### src/rtl/multicycle_ctrl.sv
// multicycle_ctrl: multicycle RV32I control FSM with fetch/data memory wait timeout.
// Define MULTICYCLE_CTRL_ILLEGAL_TRAP_EN to trap unrecognised opcodes instead of executing them as NOPs.
module multicycle_ctrl #(
    parameter int MEM_WAIT_MAX = 15
) (
    input  logic        clk,
    input  logic        rst,
    output logic        imem_req,
    input  logic        imem_ready,
    input  logic [31:0] imem_rdata,
    output logic [31:0] ir,
    output logic [2:0]  imm_fmt,
    output logic        alu_src_imm,
    input  logic        branch_taken,
    output logic        dmem_req,
    output logic        dmem_we,
    input  logic        dmem_ready,
    output logic        reg_we,
    output logic [1:0]  wb_sel,
    output logic        pc_we,
    output logic [1:0]  pc_sel,
    output logic        retire,
    output logic        bus_err,
    output logic        illegal
);
    localparam int CW = $clog2(MEM_WAIT_MAX + 1);
`ifdef MULTICYCLE_CTRL_ILLEGAL_TRAP_EN
    typedef enum logic [2:0] {S_FETCH, S_DECODE, S_EXEC, S_MEM, S_WB, S_ERR, S_TRAP} state_t;
`else
    typedef enum logic [2:0] {S_FETCH, S_DECODE, S_EXEC, S_MEM, S_WB, S_ERR} state_t;
`endif
    state_t        r_state, w_next;
    logic [31:0]   r_ir;
    logic [2:0]    r_imm_fmt, w_fmt;
    logic [CW-1:0] r_wait;
    logic [6:0]    w_op;
    logic          w_load, w_store, w_branch, w_jal, w_jalr, w_alu, w_timeout, w_imm_alu;

    assign w_op      = r_ir[6:0];
    assign w_load    = w_op == 7'b0000011;
    assign w_store   = w_op == 7'b0100011;
    assign w_branch  = w_op == 7'b1100011;
    assign w_jal     = w_op == 7'b1101111;
    assign w_jalr    = w_op == 7'b1100111;
    assign w_alu     = w_op == 7'b0010011 || w_op == 7'b0110011 || w_op == 7'b0110111 || w_op == 7'b0010111;
    assign w_timeout = r_wait == CW'(MEM_WAIT_MAX);
    assign w_imm_alu = r_imm_fmt != 3'd0 && !w_branch;
    assign w_fmt     = (w_op == 7'b0010011 || w_load || w_jalr) ? 3'd1 :
                       w_store ? 3'd2 :
                       w_branch ? 3'd3 :
                       w_jal ? 3'd4 :
                       (w_op == 7'b0110111 || w_op == 7'b0010111) ? 3'd5 : 3'd0;
    assign ir        = r_ir;
    assign imm_fmt   = r_imm_fmt;
    assign bus_err   = r_state == S_ERR;
`ifdef MULTICYCLE_CTRL_ILLEGAL_TRAP_EN
    assign illegal   = r_state == S_TRAP;
`else
    assign illegal   = 1'b0;
`endif

    always_comb begin
        w_next      = r_state;
        imem_req    = 1'b0;
        dmem_req    = 1'b0;
        dmem_we     = 1'b0;
        reg_we      = 1'b0;
        wb_sel      = 2'd0;
        pc_we       = 1'b0;
        pc_sel      = 2'd0;
        retire      = 1'b0;
        alu_src_imm = 1'b0;
        case (r_state)
            S_FETCH: begin
                imem_req = 1'b1;
                w_next   = imem_ready ? S_DECODE : w_timeout ? S_ERR : S_FETCH;
            end
            S_DECODE: w_next = S_EXEC;
            S_EXEC: begin
                alu_src_imm = w_imm_alu;
                if (w_load || w_store)
                    w_next = S_MEM;
                else if (w_branch) begin
                    pc_we  = 1'b1;
                    pc_sel = branch_taken ? 2'd1 : 2'd0;
                    retire = 1'b1;
                    w_next = S_FETCH;
                end else if (w_alu || w_jal || w_jalr)
                    w_next = S_WB;
                else begin
`ifdef MULTICYCLE_CTRL_ILLEGAL_TRAP_EN
                    w_next = S_TRAP;
`else
                    pc_we  = 1'b1;
                    retire = 1'b1;
                    w_next = S_FETCH;
`endif
                end
            end
            S_MEM: begin
                alu_src_imm = w_imm_alu;
                dmem_req    = 1'b1;
                dmem_we     = w_store;
                pc_we       = dmem_ready && w_store;
                retire      = dmem_ready && w_store;
                w_next      = dmem_ready ? (w_store ? S_FETCH : S_WB) : w_timeout ? S_ERR : S_MEM;
            end
            S_WB: begin
                alu_src_imm = w_imm_alu;
                reg_we      = 1'b1;
                pc_we       = 1'b1;
                retire      = 1'b1;
                wb_sel      = w_load ? 2'd1 : (w_jal || w_jalr) ? 2'd2 : 2'd0;
                pc_sel      = w_jal ? 2'd2 : w_jalr ? 2'd3 : 2'd0;
                w_next      = S_FETCH;
            end
            default: ;
        endcase
    end

    // The wait counter restarts whenever a new state is entered and only counts while stalled.
    always_ff @(posedge clk) begin
        if (rst) begin
            r_state   <= S_FETCH;
            r_ir      <= 32'h00000013;
            r_imm_fmt <= 3'd0;
            r_wait    <= '0;
        end else begin
            r_state <= w_next;
            if (r_state == S_FETCH && imem_ready)
                r_ir <= imem_rdata;
            if (r_state == S_DECODE)
                r_imm_fmt <= w_fmt;
            r_wait <= (w_next != r_state) ? '0 :
                      (r_state == S_FETCH || r_state == S_MEM) ? r_wait + 1'b1 : r_wait;
        end
    end
endmodule

### config.mk
export PLATFORM = sky130hd
export DESIGN_NAME = multicycle_ctrl
export DESIGN_NICKNAME = d
export VERILOG_FILES = /design/src/rtl/multicycle_ctrl.sv
export SDC_FILE = /design/constraint.sdc
export NUM_CORES = 1
export LEC_CHECK = 0
export CAP_MARGIN = 20
export CORE_MARGIN = 2
export CORE_UTILIZATION = 37
export DETAILED_ROUTE_END_ITERATION = 8
export PLACE_DENSITY = 0.75
export SLEW_MARGIN = 40
export SYNTH_ARGS = -nofsm -noshare
export SYNTH_HDL_FRONTEND = slang
export SYNTH_SLANG_ARGS = --single-unit
### constraint.sdc
create_clock -name clk -period 1.7 [get_ports clk]
set_input_delay 0.17 -clock clk [delete_from_list [all_inputs] [get_ports clk]]
set_output_delay 0.17 -clock clk [all_outputs]
set_load 0.01 [all_outputs]
# After elaboration in Yosys (flattened, before gate mapping)
# Cells that the tools add are included.
dict set report totals {
  ff_bits 42
  latch_bits 0
  ram_bits 0
  romBits 0
  inputBits 37
  output_inout_bits 48
  wordCells 72
  memories 0
}
dict set report op_classes {
  addsub 1
  n_mul 0
  div 0
  magnitude_cmp 0
  n_eq_ne 16
  n_shift 0
  n_mux 32
  bitwise 0
  n_reduce_logical 19
}
# op count
set ops {}
lappend ops {{2-to-1 mux 3 bit} 13}
lappend ops {{== test 7 x 6 -> 1 bit, second input constant} 3}
lappend ops {{== test 7 bit, second input constant} 3}
lappend ops {{case mux 3 bit (5 select lines)} 1}
lappend ops {{== test 7 x 5 -> 1 bit, second input constant} 2}
lappend ops {{logical OR 1 bit} 11}
lappend ops {{2-to-1 mux 1 bit} 11}
lappend ops {{2-to-1 mux 2 bit} 5}
lappend ops {{== test 7 x 2 -> 1 bit, second input constant} 1}
lappend ops {{== test 3 x 2 -> 1 bit, second input constant} 2}
lappend ops {{== test 3 bit, second input constant} 2}
lappend ops {{adder 4 x 1 -> 4 bit, second input constant} 1}
lappend ops {{== test 4 bit, second input constant} 1}
lappend ops {{case mux 2 bit (2 select lines)} 1}
lappend ops {{== test 3 x 1 -> 1 bit, second input constant} 1}
lappend ops {{logical AND 1 bit} 3}
lappend ops {{logical NOT 3 bit} 1}
lappend ops {{inequality test 3 bit} 1}
lappend ops {{case mux 1 bit (3 select lines)} 1}
lappend ops {{nonzero test 3 bit} 1}
lappend ops {{OR reduction 3 bit} 1}
lappend ops {{OR reduction 2 bit} 1}
lappend ops {{logical NOT 1 bit} 1}

# Logic depth before layout (Yosys ltp)
# Gate-level depths: netlist of the first run.
dict set report depth {
  word_depth 12
  ltp_mapped 7
  depth_no_buf 6
}

# Worst setup path before layout of the first run
# No wires, ideal clock.
dict set report synth_path {
  path_kind {flip-flop to output port}
  start {register r_ir[2] (netlist: ir[2])}
  end {output retire}
  arrival_ns 1.683
  required_time_ns 1.530
  slack_ns -0.153
  path_stages_with_launch 7
  path_buffers 2
  path_cell_list {dfxtp_1 > buf_6 > or4_4 > or2_4 > nand3_1 > o21ai_0 > buf_4}
}
dict set report synth_via {
  elab_chain_len 10
  word_cells_on_any_way 20
  cone_classes {eq/ne: 9; mux: 4; reduce/logical: 7}
}
# element line_no
set synth_lines {}
lappend synth_lines {{start: declaration} 33} ;# logic [31:0] r_ir;
lappend synth_lines {{start signal: assignment} 131} ;# r_ir <= imem_rdata;
lappend synth_lines {{== test 7 x 5 -> 1 bit / == test 7 x 6 -> 1 bit (equally long branches)} 45} ;# assign w_alu = w_op == 7'b0010011 || w_op == 7'b0110011 || w_op == 7'b0110111 || w_op == 7'b0010111;
lappend synth_lines {{logical OR 1 bit (3 in a row)} 45}
lappend synth_lines {{logical OR 1 bit (2 in a row)} 88} ;# end else if (w_alu || w_jal || w_jalr)
lappend synth_lines {{2-to-1 mux 1 bit (3 in a row)} --}
lappend synth_lines {{case mux 1 bit (3 select lines) *} --}
lappend synth_lines {{end: declaration} 22} ;# output logic retire,
# Every way passes the cells marked *; elsewhere a longest branch is shown, timed or not.

# Final worst setup path of the first run
dict set report layout_path {
  start {register r_ir[6] (netlist: ir[6])}
  end {output pc_we}
}
dict set report layout_via {
  elab_chain_len 10
  word_cells_on_any_way 20
  cone_classes {eq/ne: 9; mux: 4; reduce/logical: 7}
}
# element line_no
set layout_lines {}
lappend layout_lines {{== test 7 x 5 -> 1 bit / == test 7 x 6 -> 1 bit (equally long branches)} 45}
lappend layout_lines {{logical OR 1 bit (3 in a row)} 45}
lappend layout_lines {{logical OR 1 bit (2 in a row)} 88}
lappend layout_lines {{2-to-1 mux 1 bit} 88}
lappend layout_lines {{2-to-1 mux 1 bit} 83} ;# else if (w_branch) begin
lappend layout_lines {{2-to-1 mux 1 bit} 81} ;# if (w_load || w_store)
lappend layout_lines {{case mux 1 bit (3 select lines) *} 73} ;# case (r_state)
lappend layout_lines {{end: declaration} 20} ;# output logic pc_we,
# Marked as above.

==> results of run 1 <==
[layout make-up]
type | instances | area [sq um] | share of cell area
Clock buffer | 6 | 72.6 | 0.0235
Clock inverter | 2 | 37.5 | 0.0121
Inverter | 4 | 15.0 | 0.00486
Multi-Input combinational cell | 188 | 1010 | 0.327
Sequential cell | 42 | 846 | 0.274
Tap cell | 70 | 87.6 | 0.0283
Timing Repair Buffer | 110 | 1020 | 0.331
[registers in the layout, indices dropped and copies added (netlist names)]
register  flops
imm_fmt       3
r_wait        4
r_state       3
ir           32
[routing by layer]
metal	up-vias	routed length (um)	GRT usage
met4	0	53	0.0585
met1	886	2130	0.228
met2	52	2540	0.323
met3	4	414	0.0661
met5	-	0	0
li1	1031	-	-
[synth_stat cells]
master / count / area share
clkbuf_1: 10 / 0.020
o211ai_2: 1 / 0.0066
mux2i_1: 2 / 0.011
ha_1: 1 / 0.0066
buf_6: 1 / 0.0059
and2_1: 2 / 0.0066
conb_1: 1 / 0.0020
nand4b_1: 1 / 0.0046
o21ai_0: 9 / 0.024
or2b_1: 1 / 0.0040
inv_1: 4 / 0.0079
a221oi_1: 1 / 0.0046
nor2_1: 11 / 0.022
bufbuf_8: 1 / 0.0099
nand2b_1: 3 / 0.0099
dfxtp_1: 42 / 0.44
or3b_2: 2 / 0.0092
a21oi_1: 36 / 0.095
or4_4: 1 / 0.0059
a21oi_2: 1 / 0.0046
or2_2: 2 / 0.0066
a211oi_1: 1 / 0.0040
nand3_1: 7 / 0.018
nor2b_1: 3 / 0.0099
o21bai_1: 1 / 0.0040
nand2_1: 79 / 0.16
nand3b_1: 3 / 0.012
nor3_1: 9 / 0.024
nand4_1: 1 / 0.0033
xnor2_1: 1 / 0.0046
and3b_1: 1 / 0.0046
a31oi_1: 2 / 0.0066
xor2_1: 2 / 0.0092
or2_4: 1 / 0.0046
buf_4: 2 / 0.0079
buf_2: 6 / 0.016
o22ai_1: 1 / 0.0033
and3_2: 1 / 0.0040
[kinds of logic after synthesis]
group	after synthesis
XOR/XNOR	3
multiplexers	2
adder cells (fa/ha/maj)	1
AO/OA/AOI/OAI	53
buffers and inverters	24
AND/OR/NAND/NOR	128
flip-flops	42
other	1
[worst paths after layout]
| path | start | to | cells after the start | slack (ns) |
|---|---|---|---|---|
| min | imem_rdata[20] | ir[20] | 3 | 0.42 |
| max | ir[6] | pc_we | 5 | -0.20 |
| max reg2reg | ir[6] | r_wait[1] | 7 | -0.14 |
| min reg2reg | ir[28] | ir[28] | 2 | 0.45 |
[power groups by stage]
stage               logic [W]  clock network, W  registers (W)
finish               0.000669          0.000776        0.00110
global route         0.000737          0.000838        0.00111
CTS                  0.000667          0.000804        0.00110
detailed placement   0.000660                 0        0.00112
global placement     0.000655                 0        0.00112
floorplan            0.000288                 0        0.00115
[per-stage QoR]
step / hold WS, ns / util / instances / total power [W]
finish: 0.419 / 0.613 / 422 / 0.00255
detailed placement: 0.446 / 0.584 / 413 / 0.00178
global route: 0.418 / 0.613 / 422 / 0.00269
CTS: 0.409 / 0.611 / 421 / 0.00257
global placement: 0.441 / 0.584 / 413 / 0.00177
floorplan: 0.294 / - / 254 / 0.00144
[critical path, cell delays in order, from the launching register on]
cell	delay, ns
dfxtp_1	0.31
or4_4	0.53
or2_4	0.27
nand3_4	0.10
o21ai_2	0.08
buf_2	0.15
[timing repair]
item                       CTS  global route
setup endpoints to repair   13            15
pin swaps                    7             0
setup buffers                0             1
hold buffers                 0             0
gates resized for setup     47             8
==> out/results.ini, run 1 <==
[sta]
finalCriticalPeriod_ns=1.90
slew_violations=0
layout_setup_ws_ns=-0.198
fmax_mhz=527
fin_crit_sh=1.12
rsz0062_at_grt=true
clock-skew-final_ns=0.00397
setup_viol=10
fin_setup_tns_ns=-1.24
hold_violations=0

[drt]
wire_per_inst_um=12.2
drc=0
wl_mm=5.13
postRouteAntennaNets=0
routed_via_density=4.68
num_vias=1973
first_pass_iters=4
drt_iter0_markers=80

[yosys]
muxShareOfSynthArea=0.0105
ys_types=38
ys_ff_latch=42
synth.avg_cell_area_sq_um=7.48
synth_simple_gate_area_share=0.305
synth-compound-area-share=0.152
synthesis.nets=292
synth_area_sq_mm=0.00190
ys_warn_count=0
synthAdderAreaFrac=0.00659
synth_top_family_by_area=simple AND/OR/NAND/NOR gates
synthCells=254
synth-seq-area-share=0.443
synth-xor-area-share=0.0138

[cells_and_area]
nFillCells=478
drive_gt1_frac=0.193
area_growth_pct=62.7
n_antenna_cell=0
final_nets=389
stdcell_area_sq_mm=0.00309
layout_commonest_cell=nand2_1
mostFrequentLayoutCells=79 x nand2_1, 71 x clkdlybuf4s50_1, 40 x dfxtp_1

[floorplan]
dieArea_sq_mm=0.00572
dieHeight_um=75.6
core_area_sq_mm=0.00504
io_pins=85
start_util=0.377
die_w_um=75.6
rows=26

[clocking]
cts.sinks=42
cts_buffers=5
clock_latency_ns=0.29
ctsHtreeMaxLevel=2
clk_pin_slew_ns=0.08
cts_buffer_depth=2
cts_root_buf=clkbuf_8
cts_tree=built

[placement]
gp_congestion=0.788
placedInstanceArea_sq_mm=0.00295
dp_slack_ns=-0.291
portBuffers=83
place_hpwl_mm=3.63

[power_and_ir_drop]
p_comb_frac=0.263
power_frac_seq=0.432
clockPowerShare=0.305
p_leak_nw=1.23
peakVddDrop_uv=630
intPower_w=0.00185
sw_frac_of_total=0.274
power_switching_w=0.000696
cellPowerDensity_mw_per_mm2=824

[grt]
grt_start_max_net_pins=35
grt_pass1_vias=1915
overflow=0
grt_pass1_wl_mm=8.36
antenna_found_initial=0
grt_use_total=0.191

[flow_run]
drv_cap=0

[setup_path]
worst_setup_path_end_kind=output pin
critPathKind=flop to output pin
worstSetupStartpointType=flop
crit_fanout=3
cp.arrival_ns=1.73
required_ns=1.53

[status]
status=finished, violations left
violations=setup timing

[hold_path]
worstHoldPathType=input pin to flop

(Power assumes the default switching activity.)
==> inputs of run 2 (changes only) <==
--- a/config.mk
+++ b/config.mk
@@ -8,6 +8,7 @@
 export CAP_MARGIN = 20
 export CORE_MARGIN = 2
 export CORE_UTILIZATION = 37
+export CTS_CLUSTER_DIAMETER = 50
 export DETAILED_ROUTE_END_ITERATION = 8
 export PLACE_DENSITY = 0.75
 export SLEW_MARGIN = 40
==> results of run 2 <==
The final DEF is identical to that of run 1; final timing and power are the same.
==> inputs of run 3 (changes only) <==
--- a/config.mk
+++ b/config.mk
@@ -6,10 +6,11 @@
 export NUM_CORES = 1
 export LEC_CHECK = 0
 export CAP_MARGIN = 20
-export CORE_MARGIN = 2
+export CORE_MARGIN = 8
 export CORE_UTILIZATION = 37
-export CTS_CLUSTER_DIAMETER = 50
+export CTS_CLUSTER_DIAMETER = 150
 export DETAILED_ROUTE_END_ITERATION = 8
+export GPL_ROUTABILITY_DRIVEN = 0
 export PLACE_DENSITY = 0.75
 export SLEW_MARGIN = 40
 export SYNTH_ARGS = -nofsm -noshare
==> run 3 against run 2 <==
  * Power up 2.8%
  * Worst hold slack better by 0.00071 ns
  * First-iteration DRC count down 33%
  * Global-route usage down 4.3 points
  * Largest power group unchanged
  * Utilization up 2.6 points
  * Largest cell class unchanged
  * Sequential share of layout area down 1.0 points
  * Sequential power about the same
  * The run still ends with setup timing left
  * Cell area up 4.2%
==> out/results.ini, run 3 (synthesis results as in run 1) <==
[clocking]
cts_buffers=5
cts_root_buf=clkbuf_8
ctsHoldBuffers=0
clk_pin_slew_ns=0.08
cts.sinks=42
cts_buffer_depth=2
ctsHtreeMaxLevel=2
clock_latency_ns=0.28
cts_tree=built

[drt]
first_pass_iters=4
postRouteAntennaNets=0
drc=0
wire_per_inst_um=13.7
wl_mm=5.99
routed_via_density=4.78
drt_iter0_markers=54
num_vias=2082

[grt]
overflow=0
antenna_found_initial=0
grt_pass1_vias=2061
grt_start_max_net_pins=39
grt_use_total=0.147
grt_pass1_wl_mm=9.07

[floorplan]
io_pins=85
die_w_um=87.6
rows=26
start_util=0.377
dieArea_sq_mm=0.00768
core_area_sq_mm=0.00504
dieHeight_um=87.6

[sta]
setup_viol=11
rsz0062_at_grt=true
hold_violations=0
layout_setup_ws_ns=-0.185
clock-skew-final_ns=0.00504
finalCriticalPeriod_ns=1.89
fmax_mhz=530
slew_violations=0
fin_crit_sh=1.11

[power_and_ir_drop]
power_frac_seq=0.421
p_leak_nw=1.30
power_switching_w=0.000728
intPower_w=0.00189
clockPowerShare=0.299
peakVddDrop_uv=618
sw_frac_of_total=0.278
cellPowerDensity_mw_per_mm2=813
p_comb_frac=0.280
power_w=0.00262

[cells_and_area]
mostFrequentLayoutCells=79 x nand2_1, 71 x clkdlybuf4s50_1, 36 x dfxtp_1
layout_commonest_cell=nand2_1
final_nets=403
area_growth_pct=69.5
n_antenna_cell=0
largest_reg_flops=32
final_util=0.638
drive_gt1_frac=0.235

[hold_path]
worstHoldPathType=input pin to flop
hp-start=imem_rdata[6]

[setup_path]
required_ns=1.53
worstSetupStartpointType=flop
crit_fanout=3
cp.arrival_ns=1.72
cp_slowest_stage_delay_ns=0.53
crit_path_start=ir[6]
cp_cell_sequence=or4_4, or2_4, nand3_4, o22ai_2, buf_2
ff2ff_setup_slack_ns=-0.12
r2r_start=ir[6]
critical_path.slowest_cell=or4_4
critPathKind=flop to output pin
worst_setup_path_end_kind=output pin

[placement]
portBuffers=83
place_hpwl_mm=4.26

[status]
status=finished, violations left
violations=setup timing

[flow_run]
drv_cap=0

[run 3: cell types whose count changed in the layout (fill, tap and decap cells not counted), moves of 2 or more]
cell | before | now
buf_6 | 1 | 7
dfxtp_2 | 1 | 6
o21ai_1 | 0 | 2
dfxtp_1 | 40 | 36
buf_4 | 24 | 33
o21ai_0 | 8 | 6
[run 3: path summary, 6_finish.rpt]
| kind | end | cells after the start |
|---|---|---|
| worst max register to register | r_wait[1] | 7 |
| worst min register to register | ir[13] | 2 |
| worst max-delay path | pc_sel[0] | 5 |
| worst min-delay path | ir[6] | 3 |
[run 3: final cells by class]
class                           instances  area, sq um
Fill cell                             433         1820
Timing Repair Buffer                  124         1140
Multi-Input combinational cell        188         1010
Sequential cell                        42          848
Tap cell                               70         87.6
Clock buffer                            5         68.8
Clock inverter                          3         45.0
Inverter                                4         15.0
[run 3: worst max-delay path: cells and delay by family (launching register included)]
| kind | cells | cell delay [ns] |
|---|---|---|
| DFF | 1 | 0.33 |
| and+or+nand+nor | 3 | 0.90 |
| buffers and inverters | 1 | 0.15 |
| AOI/OAI and AO/OA | 1 | 0.06 |
[run 3: repair_timing]
action                     CTS  global route
setup endpoints to repair   16            16
pin swaps                    7            10
buffers inserted             5             9
resized for setup           49            21
[run 3: per-layer routing]
metal	track usage	wire [um]	vias up
li1	-	-	1054
met1	0.145	2340	966
met2	0.265	3000	58
met3	0.0816	607	4
met4	0.0281	46	0
met5	0	0	-
[run 3: power groups by stage]
stage	logic [W]	registers (W)	clock network [W]
final	0.000732	0.00110	0.000783
after global routing	0.000798	0.00111	0.000840
after CTS	0.000678	0.00110	0.000806
after detailed placement	0.000666	0.00112	0
after global placement	0.000658	0.00112	0
after floorplan	0.000288	0.00115	0
[run 3: metrics by stage]
step                hold WS [ns]  TNS, ns  area, sq um  worst slack (ns)  instances
floorplan                  0.294  -0.0267         1920           -0.0267        254
global placement           0.441    -1.26         2940            -0.236        414
detailed placement         0.446    -1.53         2940            -0.284        414
CTS                        0.408   -0.671         3100            -0.174        427
global route               0.421    -2.11         3220            -0.239        436
finish                     0.419    -1.17         3220            -0.185        436
